==> src/rtl/fifo_read_gray_ctrl.sv <==
// Read-domain pointer and output stage of the dual-clock FIFO.
// Tracks the tail pointer, detects empty against the synced write Gray pointer, and
// feeds a 2-entry first-word-fall-through buffer from a 1-cycle-latency BRAM.
module fifo_read_gray_ctrl #(
  parameter int INT_FIFO_PTR_BITS_CNT = 32,
  parameter int DATA_WIDTH            = 32
) (
  input  logic                           rd_clk,
  input  logic                           rd_rst,
  output logic                           read_en,
  output logic [INT_FIFO_PTR_BITS_CNT-1:0] o_rd_intptr,
  input  logic [DATA_WIDTH-1:0]          i_rd_data,
  output logic [INT_FIFO_PTR_BITS_CNT:0] o_rd_grayptr,
  input  logic [INT_FIFO_PTR_BITS_CNT:0] i_wr_grayptr,
  output logic                           o_valid,
  input  logic                           i_ready,
  output logic [DATA_WIDTH-1:0]          o_data,
  output logic                           o_empty
);

  localparam int PW = INT_FIFO_PTR_BITS_CNT + 1;

  logic [PW-1:0]         tail, tail_next, tail_gray, gray_next;
  logic [1:0]            occ, occ_after_pop, occ_next;
  logic [2:0]            demand;
  logic                  inflight, pop, empty;
  logic [DATA_WIDTH-1:0] buf0, buf1, buf0_next, buf1_next;

  assign o_valid     = (occ != 2'd0);
  assign o_data      = buf0;
  assign o_empty     = empty;
  assign o_rd_intptr = tail[INT_FIFO_PTR_BITS_CNT-1:0];

  always_comb begin
    tail_gray = tail ^ (tail >> 1);
    empty     = (tail_gray == i_wr_grayptr);
    pop       = o_valid & i_ready;
    // Words held plus the one in flight, after this cycle's pop: never let it exceed 2.
    demand    = {1'b0, occ} + {2'b00, inflight} - {2'b00, pop};
    read_en   = ~empty & (demand <= 3'd1);
    tail_next = read_en ? tail + PW'(1) : tail;
    gray_next = tail_next ^ (tail_next >> 1);

    occ_after_pop = occ - {1'b0, pop};
    occ_next      = occ_after_pop + {1'b0, inflight};
    buf0_next     = buf0;
    buf1_next     = buf1;
    if (pop) buf0_next = buf1;
    if (inflight) begin
      if (occ_after_pop == 2'd0) buf0_next = i_rd_data;
      else                       buf1_next = i_rd_data;
    end
  end

  always_ff @(posedge rd_clk) begin
    if (rd_rst) begin
      tail         <= '0;
      o_rd_grayptr <= '0;
      occ          <= 2'd0;
      inflight     <= 1'b0;
      buf0         <= '0;
      buf1         <= '0;
    end else begin
      tail         <= tail_next;
      o_rd_grayptr <= gray_next;
      occ          <= occ_next;
      inflight     <= read_en;
      buf0         <= buf0_next;
      buf1         <= buf1_next;
    end
  end

endmodule
==> config.mk <==
export PLATFORM = sky130hd
export DESIGN_NAME = fifo_read_gray_ctrl
export DESIGN_NICKNAME = d
export VERILOG_FILES = /design/src/rtl/fifo_read_gray_ctrl.sv
export SDC_FILE = /design/constraint.sdc
export NUM_CORES = 1
export LEC_CHECK = 0
export ABC_AREA = 1
export CAP_MARGIN = 20
export CORE_MARGIN = 10
export CORE_UTILIZATION = 50
export DETAILED_ROUTE_END_ITERATION = 8
export GPL_ROUTABILITY_DRIVEN = 1
export GPL_TIMING_DRIVEN = 0
export PLACE_DENSITY = 0.92
export SLEW_MARGIN = 15
export SYNTH_ARGS = -nofsm -noshare
export SYNTH_HDL_FRONTEND = slang
export SYNTH_SLANG_ARGS = --single-unit
==> constraint.sdc <==
create_clock -name rd_clk -period 3.8 [get_ports rd_clk]
set_input_delay 0.57 -clock rd_clk [delete_from_list [all_inputs] [get_ports rd_clk]]
set_output_delay 0.57 -clock rd_clk [all_outputs]
set_load 0.005 [all_outputs]
### Yosys cells after proc, flatten, opt, wreduce, memory -nomap -nowiden

Cells that the tools add are included.

* register bits: 133
* output and inout port bits: 100

* reduce and logical (&&, ||, !) cells: 3
* mux-type cells: 4
* order comparisons: 1
* add/sub/neg operators: 5
* bitwise logic cells: 6
* eq/ne operators: 1

Operators with widths (count)
* 32-bit two-way mux: 3
* 33-bit by 32-bit bitwise XOR with 33-bit output: 2
* 33-bit by 1-bit adder with 33-bit output, second input constant: 1
* 33-bit == test: 1
* 33-bit two-way mux: 1
* 2-bit by 1-bit adder with 3-bit output: 1
* 3-bit by 1-bit <= comparator with 1-bit output, second input constant: 1
* 3-bit by 1-bit subtractor with 3-bit output: 1
* 2-bit by 1-bit adder with 2-bit output: 1
* 1-bit AND: 2
* 2-bit zero test: 1
* 1-bit NOT: 2
* 2-bit AND reduction: 1
* 2-bit nonzero test: 1
* 2-bit by 1-bit subtractor with 2-bit output: 1

### Depth between registers and ports, before layout

Gate-level depths: netlist (run 1).

* word-level depth: 7
* gate-level depth with buffers: 21
* mapped depth without buffers: 19

### Worst setup path after synthesis (run 1)

OpenSTA, ideal clock, no wires.

* path kind: input to output
* start point: input i_ready
* end point: output read_en
* slack: 0.765 ns
* stages on the path: 13
* data arrival time: 2.465 ns
* path buffers: 2
* cell sequence: nand2_2 buf_1 xor2_1 ha_1 inv_1 fa_1 nor2_1 nor2_1 nand2_1 clkinv_1 nand2_8 buf_12 inv_1

* cells in the longest elaborated chain, start to end: 4

RTL lines
* start: declaration: RTL line 16 `input logic i_ready,`
* 1-bit AND: RTL line 37 `pop = o_valid & i_ready;`
* 3-bit by 1-bit subtractor with 3-bit output: RTL line 39 `demand = {1'b0, occ} + {2'b00, inflight} - {2'b00, pop};`
* 3-bit by 1-bit <= comparator with 1-bit output: RTL line 40 `read_en = ~empty & (demand <= 3'd1);`
* 1-bit AND: RTL line 40
* end: declaration: RTL line 10 `output logic read_en,`

No other way between the ends.

### Final worst setup path (run 1)

* start point: register tail[6]
* end point: output o_empty

* cells in the longest elaborated chain, start to end: 2

RTL lines
* start: declaration: RTL line 23 `logic [PW-1:0] tail, tail_next, tail_gray, gray_next;`
* start signal: assignment: RTL line 64 `tail <= tail_next;`
* 33-bit by 32-bit bitwise XOR with 33-bit output: RTL line 35 `tail_gray = tail ^ (tail >> 1);`
* 33-bit == test: RTL line 36 `empty = (tail_gray == i_wr_grayptr);`
* end: declaration: RTL line 18 `output logic o_empty`

No other way between the ends.

==> results.json, run 1 <==
{
  "cts.sinks": 132,
  "post-place-ws_ns": -0.745,
  "seq_area_frac_synth_pct": 38.0,
  "ctsLongestPathBuffers": 2,
  "r2r-start": "occ[0]$_SDFF_PP0_",
  "rsz0062_at_grt": "false",
  "relSlewSlack_pct": 61.0,
  "critical_path_required_ns": 3.23,
  "port_buffers": 166,
  "insertion_delay_ns": 0.43,
  "max_stage_delay_ns": 0.51,
  "syn_to_final_growth_pct": 36.0,
  "final_util_pct": 68.6,
  "power.internal_mw": 3.60,
  "period_minus_slack_ns": 3.56,
  "power.switching_mw": 2.14,
  "synth_cell_types": 32,
  "cp_cell_sequence": "ha_1, xnor2_1, nand2_1, nor2_1, nand2_1, nor2_1, nand3_4, buf_6, inv_1, clkdlybuf4s50_1",
  "io_pins": 168,
  "routed_wl_mm": 23.4,
  "vias_per_cell": 5.44,
  "skew_ns": 0.00777,
  "hp-start": "buf1[12]$_SDFFE_PP0P_",
  "antenna_found_initial": 0,
  "grt_first_pass_wirelength_mm": 37.0,
  "r2r_end": "o_rd_grayptr[1]$_SDFF_PP0_",
  "worstMarginPinSlew_ns": 0.585,
  "fp.dieW_um": 138,
  "yosys_register_bits": 132,
  "clk_pin_slew_worst_paths_ns": 0.06,
  "critPathBufInv": 3,
  "grt_pass1_vias": 7148,
  "final_nets": 1236,
  "worst_hold_path_type": "reg2reg",
  "reg2regPathDepth": 17,
  "total_leakage_power_nw": 3.94,
  "ctsHoldBuffers": 0,
  "hold_end": "o_data[12]$_SDFF_PP0_",
  "routedWlPerCell_um": 17.7,
  "dieArea_um2": 19000,
  "max-cap-violations": 0,
  "p_per_area_nw_per_um2": 606,
  "slew_violations": 0,
  "gp_congestion": 0.955,
  "fillers": 1102,
  "setup_viol": 0,
  "core.rowCount": 43,
  "cp-start-kind": "flop",
  "cp_top_family": "buffers and inverters",
  "synth_area_um2": 6950,
  "worst-path-max-fanout": 10,
  "r2r_slack_ns": 0.83,
  "cp.arrival_ns": 2.99,
  "grt_overflow": 0,
  "cp_slowest_cell": "clkdlybuf4s50_1",
  "diodes": 0,
  "drc": 0,
  "p_seq_share_pct": 32.6,
  "ir_drop_mv": 0.464,
  "h-tree-depth": 4,
  "layout_setup_ws_ns": 0.240,
  "fin_crit_sh_pct": 93.7,
  "synth_nets": 1051,
  "status": "complete, no violations",
  "drive_gt1_share_pct": 10.9,
  "clockPowerShare_pct": 29.2,
  "hold_viol": 0,
  "hold_depth": 2,
  "cts_root_buf": "clkbuf_16",
  "drt_iter0_drc": 556,
  "worstSetupPathType": "reg2out",
  "firstDrtPassIters": 5,
  "drt.antenna.violating_nets": 0,
  "cp-end-kind": "primary output",
  "vias": 7217,
  "power_switching_share_pct": 37.3,
  "synth_warnings": 0,
  "core_um2": 13800,
  "syn_avg_cell_area_um2": 7.33,
  "syn_inst": 949,
  "dp_hpwl_mm": 17.4,
  "grtUsageTotal_pct": 24.6,
  "start_util_pct": 50.5,
  "cts_buffers": 17,
  "grt_max_degree": 17,
  "p_comb_share_pct": 38.3,
  "fin_hold_ws_ns": 0.477,
  "die_height_um": 138,
  "tritoncts": "built",
  "max_freq_mhz": 281
}
layer usage:
layer	GRT usage [%]	part of all wire, %	wire length (um)
met1	28.3	39	9170
met2	42.5	48	11300
met3	6.99	9.3	2180
met4	9.15	3.2	745
met5	0	0	0
flip-flops by register name, indices dropped and copies added, names as in the netlist:
signal and cells:
o_rd_grayptr 33, buf1 32, o_data 32, tail 32, occ 2, inflight 1
cells by family (layout without fill, tap and decap cells):
group	count (synthesis)	in the layout	share of synthesized area [%]
adders and majority gates	34	34	6.23
xor gates and xnor gates	56	56	7.05
DFF	132	132	38.0
buffers and inverters	93	290	6.28
and+or+nand+nor	504	504	32.5
AOI/OAI and AO/OA	130	130	9.93
synth_stat cells:
cell type  count  share of area (%)
dfxtp_1      132                 38
buf_12         2               0.58
nand3b_1       9               0.97
clkinv_1       2               0.11
xnor2_1       28                3.5
nand3_4        1               0.25
xor2_1        28                3.5
nand2_2       47                4.2
inv_1         46                2.5
nor2_2         2               0.18
nand3b_2      12                1.9
nand3_2        1               0.14
fa_1           1               0.29
nand4_1        9               0.81
buf_4          1               0.11
nor2_1       160                8.6
clkbuf_1      18               0.97
buf_8          1               0.22
o21ai_1        7               0.50
inv_2          4               0.22
buf_6          3               0.49
nor3_1        12               0.86
a31oi_1       32                2.9
ha_1          33                5.9
nand2_4        2               0.32
buf_1          2               0.11
nand2_1      222                 12
nand2_8        1               0.29
o21ai_0       59                4.2
nand3_1       26                1.9
a21oi_1       32                2.3
buf_2         14                1.0
area by class of cell:
type	count	area, um2	share of cell area (%)
Multi-Input combinational cell	724	3880	41.0
Sequential cell	132	2640	28.0
Timing Repair Buffer	167	1670	17.7
Clock buffer	19	453	4.79
Buffer	40	238	2.51
Tap cell	180	225	2.38
Inverter	52	200	2.12
Clock inverter	12	145	1.54
worst max-delay path by stage:
stage | startpoint | to | depth (start not counted)
2_1_floorplan | i_ready | read_en | 13
3_3_place_gp | i_ready | read_en | 15
3_5_place_dp | i_ready | read_en | 15
4_1_cts | occ[1]$_SDFF_PP0_ | read_en | 16
5_1_grt | tail[2]$_SDFF_PP0_ | o_empty | 10
6_report | tail[6]$_SDFF_PP0_ | o_empty | 10
worst reg2reg max path, delay by kind of cell, from the launching register on:
family / cells / cell delay (ns)
fa+ha+maj: 2 / 0.55
compound gates: 1 / 0.18
simple gates: 8 / 0.89
flops: 1 / 0.32
xor+xnor: 1 / 0.17
buf+inv: 5 / 0.78
through the flow:
step | std cells | TNS [ns] | area [um2] | total power [mW]
final | 1326 | 0 | 9450 | 5.73
after global routing | 1326 | 0 | 9450 | 5.99
after CTS | 1326 | 0 | 9450 | 5.70
after detailed placement | 1295 | -7.18 | 8840 | 3.99
after global placement | 1295 | -3.19 | 8840 | 3.92
after floorplan | 949 | 0 | 6950 | 3.10
power by group through the flow:
stage          Clock [mW]  Combinational (mW)  Sequential [mW]
2_1_floorplan           0                1.24             1.86
3_3_place_gp            0                2.06             1.86
3_5_place_dp            0                2.12             1.87
4_1_cts              1.68                2.17             1.85
5_1_grt              1.74                2.36             1.89
6_report             1.67                2.19             1.87
timing repair:
| item | 4_1_cts | 5_1_grt |
|---|---|---|
| buffers inserted | 1 | 0 |
| setup endpoints to repair | 1 | 1 |
| resized for setup | 4 | 2 |
| endpoints found under the hold margin | 0 | 0 |
| pin swaps | 1 | 0 |
placed cells by master (no fill, tap or decap), drive strengths merged:
cell type        n
ha              33
dlygate4sd2      1
nand3           28
dfxtp          132
inv             55
nand2          272
clkinv           6
nand4            9
xnor2           28
a21oi           32
xor2            28
a31oi           32
nor3            12
fa               1
o21ai           66
clkdlybuf4s50  164
dlymetal6s2s     1
nor2           162
bufinv           2
clkbuf          37
nand3b          21
buf             23
clkinvlp         1
Power figures use the tool's default switching activity.
==> inputs of run 2 (changes only) <==
CORE_MARGIN = 2   (was 10)
CTS_CLUSTER_DIAMETER = 50   (was unset)
==> run 2 against run 1 <==
Total power down 2.6%. Flip-flop and latch count is the same. Non-clock buffer count grew 1. Clock skew rose by 0.0024 ns. Clock power shrank 7%. Cell area shrank 0.29%.
==> results.json, run 2 (synthesis gave the netlist of run 1 again) <==
{
  "cp_common_cell": "inv_1",
  "cts.sinks": 132,
  "fin_crit_sh_pct": 94.9,
  "routedWlPerCell_um": 15.8,
  "cts_root_buf": "clkbuf_16",
  "grt_overflow": 0,
  "worstMarginPinSlew_ns": 0.569,
  "final_nets": 1237,
  "drt.antenna.violating_nets": 0,
  "relSlewSlack_pct": 62.0,
  "final_util_pct": 68.7,
  "r2r_slack_ns": 0.87,
  "max-cap-violations": 0,
  "hold_viol": 0,
  "io_pins": 168,
  "clockPowerShare_pct": 28.0,
  "drt_iter0_drc": 554,
  "firstDrtPassIters": 7,
  "max_stage_delay_ns": 0.51,
  "insertion_delay_ns": 0.43,
  "crit_start": "occ[1]$_SDFF_PP0_",
  "cp-start-kind": "flop",
  "skew_ns": 0.0102,
  "clk_pin_slew_worst_paths_ns": 0.06,
  "tritoncts": "built",
  "ir_drop_mv": 0.550,
  "start_util_pct": 50.7,
  "p_per_area_nw_per_um2": 592,
  "h-tree-depth": 4,
  "r2r-start": "occ[1]$_SDFF_PP0_",
  "antenna_found_initial": 0,
  "place_area_um2": 8840,
  "dp_hpwl_mm": 15.4,
  "power_mw": 5.58,
  "reg2regPathDepth": 17,
  "grtUsageTotal_pct": 28.5,
  "gp_congestion": 1.00,
  "die_height_um": 122,
  "diodes": 0,
  "port_buffers": 166,
  "hp-start": "o_data[16]$_SDFF_PP0_",
  "slew_violations": 0,
  "max_freq_mhz": 277,
  "period_minus_slack_ns": 3.60,
  "final_cell_mix": "nand2_1, clkdlybuf4s50_1, nor2_1",
  "cp.arrival_ns": 3.03,
  "hold_depth": 2,
  "syn_to_final_growth_pct": 35.6,
  "fillers": 1094,
  "power.switching_mw": 2.13,
  "drc": 0,
  "total_leakage_power_nw": 3.92,
  "ctsHoldBuffers": 0,
  "grt_pass1_vias": 6831,
  "stdcell_area_um2": 9430,
  "grt_first_pass_wirelength_mm": 33.1,
  "p_seq_share_pct": 33.4,
  "fp.dieW_um": 122,
  "cp-end-kind": "primary output",
  "critical_path_required_ns": 3.23,
  "power_switching_share_pct": 38.2,
  "dieArea_um2": 14900,
  "register_area_um2": 2640,
  "power.internal_mw": 3.45,
  "mostFrequentLayoutCell": "nand2_1",
  "worstSetupPathType": "reg2out",
  "setup_viol": 0,
  "cp_slowest_cell": "clkdlybuf4s50_1",
  "ctsLongestPathBuffers": 2,
  "p_comb_share_pct": 38.6,
  "worst_hold_path_type": "reg2reg",
  "core_um2": 13700,
  "regMostFlops": "o_rd_grayptr",
  "rsz0062_at_grt": "false",
  "worst-path-max-fanout": 10,
  "vias_per_cell": 5.38,
  "status": "complete, no violations",
  "grt_max_degree": 17,
  "core.rowCount": 43,
  "largest_reg_flops": 33,
  "routed_wl_mm": 20.9,
  "cp_cell_sequence": "inv_2, nand2_1, nand2_4, xor2_1, ha_1, inv_1, fa_1, inv_1, nor2_1, nor2_1, nand2_1, clkinv_4, nand2_8, buf_12, inv_1, clkdlybuf4s50_1",
  "multi_input_area_um2": 3880,
  "r2r_end": "o_rd_grayptr[1]$_SDFF_PP0_",
  "hold_end": "o_data[16]$_SDFF_PP0_",
  "vias": 7139,
  "cts_buffers": 17,
  "drive_gt1_share_pct": 11.1
}
## run 2: how the worst max path moves through the flow
stage / to / cells past startpoint / slack (ns)
2_1_floorplan: read_en / 13 / 0.77
3_3_place_gp: read_en / 15 / -0.59
3_5_place_dp: read_en / 15 / -0.63
4_1_cts: read_en / 15 / 0.04
5_1_grt: read_en / 16 / 0.02
6_report: read_en / 16 / 0.20
## run 2: what timing repair did
action	in CTS	in global routing
setup endpoints to repair	1	1
endpoints found under the hold margin	0	0
pin swaps	1	0
setup buffers	2	0
gates resized for setup	2	4
## run 2: final cells by class
cell class	instances	area share (%)
Buffer	40	2.52
Timing Repair Buffer	168	17.8
Clock buffer	17	4.51
Tap cell	180	2.39
Multi-Input combinational cell	724	41.1
Sequential cell	132	28.0
Inverter	52	2.12
Clock inverter	15	1.45
## run 2: worst max-delay path: cells and delay by family, from the launching register on
| family | cells | cell delay, ns |
|---|---|---|
| xor gates and xnor gates | 1 | 0.14 |
| adders and majority gates | 2 | 0.54 |
| buffers and inverters | 7 | 1.03 |
| DFF | 1 | 0.38 |
| and+or+nand+nor | 6 | 0.54 |
## run 2: metrics by stage
stage / setup TNS, ns / hold WS [ns] / cells / setup WS (ns)
after CTS: 0 / 0.480 / 1328 / 0.0407
after global placement: -2.27 / 0.460 / 1295 / -0.588
after detailed placement: -4.04 / 0.469 / 1295 / -0.632
after global routing: 0 / 0.498 / 1328 / 0.0162
final: 0 / 0.480 / 1328 / 0.196
after floorplan: 0 / 0.453 / 949 / 0.765
## run 2: power by group through the flow
stage	registers [mW]	logic, mW	clock network [mW]
2_1_floorplan	1.86	1.24	0
3_3_place_gp	1.87	2.03	0
3_5_place_dp	1.87	2.09	0
4_1_cts	1.85	2.13	1.57
5_1_grt	1.89	2.33	1.64
6_report	1.86	2.16	1.56
## run 2: routing by layer
metal / vias up / GRT usage (%) / routed length (um)
met5: - / 0 / 0
met2: 356 / 49.0 / 10100
met1: 3278 / 33.9 / 8390
met4: 0 / 13.8 / 762
li1: 3443 / - / -
met3: 62 / 5.76 / 1690
==> inputs of run 3 (changes only) <==
ABC_AREA = unset   (was 1)
CORE_UTILIZATION = 49   (was 50)
CTS_CLUSTER_SIZE = 10   (was unset)
PLACE_DENSITY = 0.91   (was 0.92)
==> run 3 against run 2 <==
Utilization grew 0.85 points. Routed wire length shrank 12%. Sequential power shrank 8%. Critical path depth shrank 8. Non-clock buffer count grew 5. First-iteration DRC count shrank 6.9%. Critical endpoint is now o_empty. Largest power group is now registers.
==> results.json, run 3 <==
{
  "skew_ns": 0.00872,
  "total_leakage_power_nw": 3.71,
  "wl_met1_mm": 7.70,
  "worstMarginPinSlew_ns": 0.711,
  "port_buffers": 167,
  "synth_most_common_cell": "dfxtp_1",
  "core_um2": 13100,
  "power.internal_mw": 3.29,
  "antenna_found_initial": 0,
  "grtUsageTotal_pct": 26.1,
  "synth_cell_types": 48,
  "fillers": 912,
  "synth_warnings": 0,
  "fin_cells": 1080,
  "worst-path-max-fanout": 10,
  "synth.largest_area_cell": "dfxtp_1",
  "syn_avg_cell_area_um2": 9.30,
  "period_minus_slack_ns": 3.68,
  "p_per_area_nw_per_um2": 521,
  "slew_violations": 0,
  "grt_overflow": 0,
  "routedWlPerCell_um": 17.0,
  "route.met3.wl_mm": 1.14,
  "met2RoutedLength_mm": 8.85,
  "fin_crit_sh_pct": 97.0,
  "cts_buffers": 17,
  "hold_viol": 0,
  "gp_congestion": 0.938,
  "synthTopCellsByArea": "dfxtp_1, xnor2_1, ha_1",
  "status": "complete, no violations",
  "cts.sinks": 132,
  "syn_inst": 699,
  "io_pins": 168,
  "start_util_pct": 49.7,
  "ir_drop_mv": 0.334,
  "vias_per_cell": 5.46,
  "mostFrequentLayoutCell": "clkdlybuf4s50_1",
  "tritoncts": "built",
  "fin_setup_tns_ns": 0,
  "critical_path_required_ns": 3.23,
  "cp-start-kind": "flop",
  "vias": 5901,
  "die_height_um": 119,
  "worst_hold_path_type": "reg2reg",
  "max_freq_mhz": 271,
  "synth_flop_cell": "dfxtp_1",
  "place_inst": 1042,
  "fp.dieW_um": 119,
  "synth-edff-count": 0,
  "max-cap-violations": 0,
  "synth_nets": 801,
  "regMostFlops": "o_rd_grayptr",
  "syn_to_final_growth_pct": 40.1,
  "ys_async_sr_fraction_pct": 0,
  "dp_hpwl_mm": 13.3,
  "largest_reg_flops": 33,
  "final_nets": 994,
  "firstDrtPassIters": 5,
  "diodes": 0,
  "synth_area_um2": 6500,
  "grt_max_degree": 17,
  "power.switching_mw": 1.45,
  "power_mw": 4.74,
  "clk_pin_slew_worst_paths_ns": 0.06,
  "drc": 0,
  "setup_viol": 0,
  "h-tree-depth": 4,
  "power_switching_share_pct": 30.7,
  "clockPowerShare_pct": 33.2,
  "worstSetupPathType": "reg2out",
  "core.rowCount": 42,
  "drive_gt1_share_pct": 7.74,
  "final_cell_mix": "clkdlybuf4s50_1, dfxtp_1, nand2_1",
  "grt_pass1_vias": 5723,
  "cp-end-kind": "primary output",
  "routed.top_layer": "met4",
  "ctsLongestPathBuffers": 2,
  "p_seq_share_pct": 36.0,
  "yosysTopAreaCellShare_pct": 40.7,
  "drt_iter0_drc": 516,
  "grt_first_pass_wirelength_mm": 29.1,
  "dieArea_um2": 14200,
  "ys_top_cells_by_count": "dfxtp_1, nand2_1, nor2_1",
  "routed_wl_mm": 18.4,
  "cts_root_buf": "clkbuf_16",
  "relSlewSlack_pct": 52.2,
  "yosys_register_bits": 132,
  "p_comb_share_pct": 30.8,
  "cp.arrival_ns": 3.11,
  "drt.antenna.violating_nets": 0,
  "insertion_delay_ns": 0.42,
  "seq_area_frac_synth_pct": 40.7
}
run 3: cell count changes in the layout (fill, tap and decap cells not counted), moves of 12 or more:
| cell | change |
|---|---|
| nand2_1 | -140 |
| nor2_1 | -89 |
| o21ai_0 | -54 |
| nand2_2 | -46 |
| mux2i_1 | +41 |
| xnor2_1 | +40 |
| inv_1 | -36 |
| a211oi_1 | +32 |
| a31oi_1 | -28 |
| and2_1 | +12 |
| nand3b_2 | -12 |
run 3: timing repair:
action	4_1_cts	5_1_grt
hold buffers	0	0
pin swaps	5	2
gates cloned	0	0
endpoints found under the setup margin	25	6
gates resized for setup	16	5
setup buffers	8	0
run 3: stage by stage:
| step | setup WS, ns | utilization (%) | hold slack (ns) | cell area, um2 |
|---|---|---|---|---|
| finish | 0.115 | 69.6 | 0.452 | 9100 |
| global route | -0.0113 | 69.6 | 0.465 | 9100 |
| CTS | 0.0183 | 69.4 | 0.454 | 9080 |
| detailed placement | -0.925 | 64.2 | 0.446 | 8400 |
| global placement | -0.896 | 64.2 | 0.441 | 8400 |
| floorplan | 0.0738 | - | 0.436 | 6500 |
run 3: routing by layer:
metal / vias to the layer above / GRT usage (%)
met5: - / 0
met2: 231 / 41.9
li1: 2806 / -
met1: 2803 / 33.0
met3: 61 / 5.84
met4: 0 / 12.9
run 3: path summary, 6_finish.rpt:
path	end	depth (start not counted)	slack (ns)	start
setup / recovery	o_empty	8	0.12	tail[2]$_SDFF_PP0_
hold / removal	buf1[0]$_SDFFE_PP0P_	2	0.45	buf1[0]$_SDFFE_PP0P_
setup reg to reg	o_rd_grayptr[18]$_SDFF_PP0_	15	0.20	occ[1]$_SDFF_PP0_
hold reg to reg	buf1[0]$_SDFFE_PP0P_	2	0.45	buf1[0]$_SDFFE_PP0P_
run 3: logic make-up after synthesis:
family,synth area share (%)
compound gates,10.7
fa+ha+maj,6.66
xor+xnor,14.6
mux,6.31
flops,40.7
simple gates,17.8
buf+inv,3.25
run 3: power groups by stage:
stage / clock network, mW / registers [mW] / logic (mW)
finish: 1.57 / 1.71 / 1.46
detailed placement: 0 / 1.73 / 1.33
floorplan: 0 / 1.72 / 0.723
global placement: 0 / 1.73 / 1.30
global route: 1.66 / 1.73 / 1.58
CTS: 1.59 / 1.71 / 1.45
run 3: cell type report:
| type | count | area (um2) | area share (%) |
|---|---|---|---|
| Inverter | 11 | 41.3 | 0.454 |
| Buffer | 38 | 198 | 2.17 |
| Sequential cell | 132 | 2650 | 29.1 |
| Tap cell | 176 | 220 | 2.42 |
| Multi-Input combinational cell | 517 | 3690 | 40.6 |
| Clock buffer | 21 | 470 | 5.17 |
| Clock inverter | 10 | 100 | 1.10 |
| Timing Repair Buffer | 175 | 1730 | 19.0 |
run 3: critical path, stage by stage, from the launching register on:
cell	delay, ns
dfxtp_1	0.48
ha_1	0.30
xnor2_1	0.26
nand4_1	0.22
nor2_4	0.31
nand3_1	0.19
inv_2	0.19
buf_6	0.19
clkdlybuf4s50_1	0.54
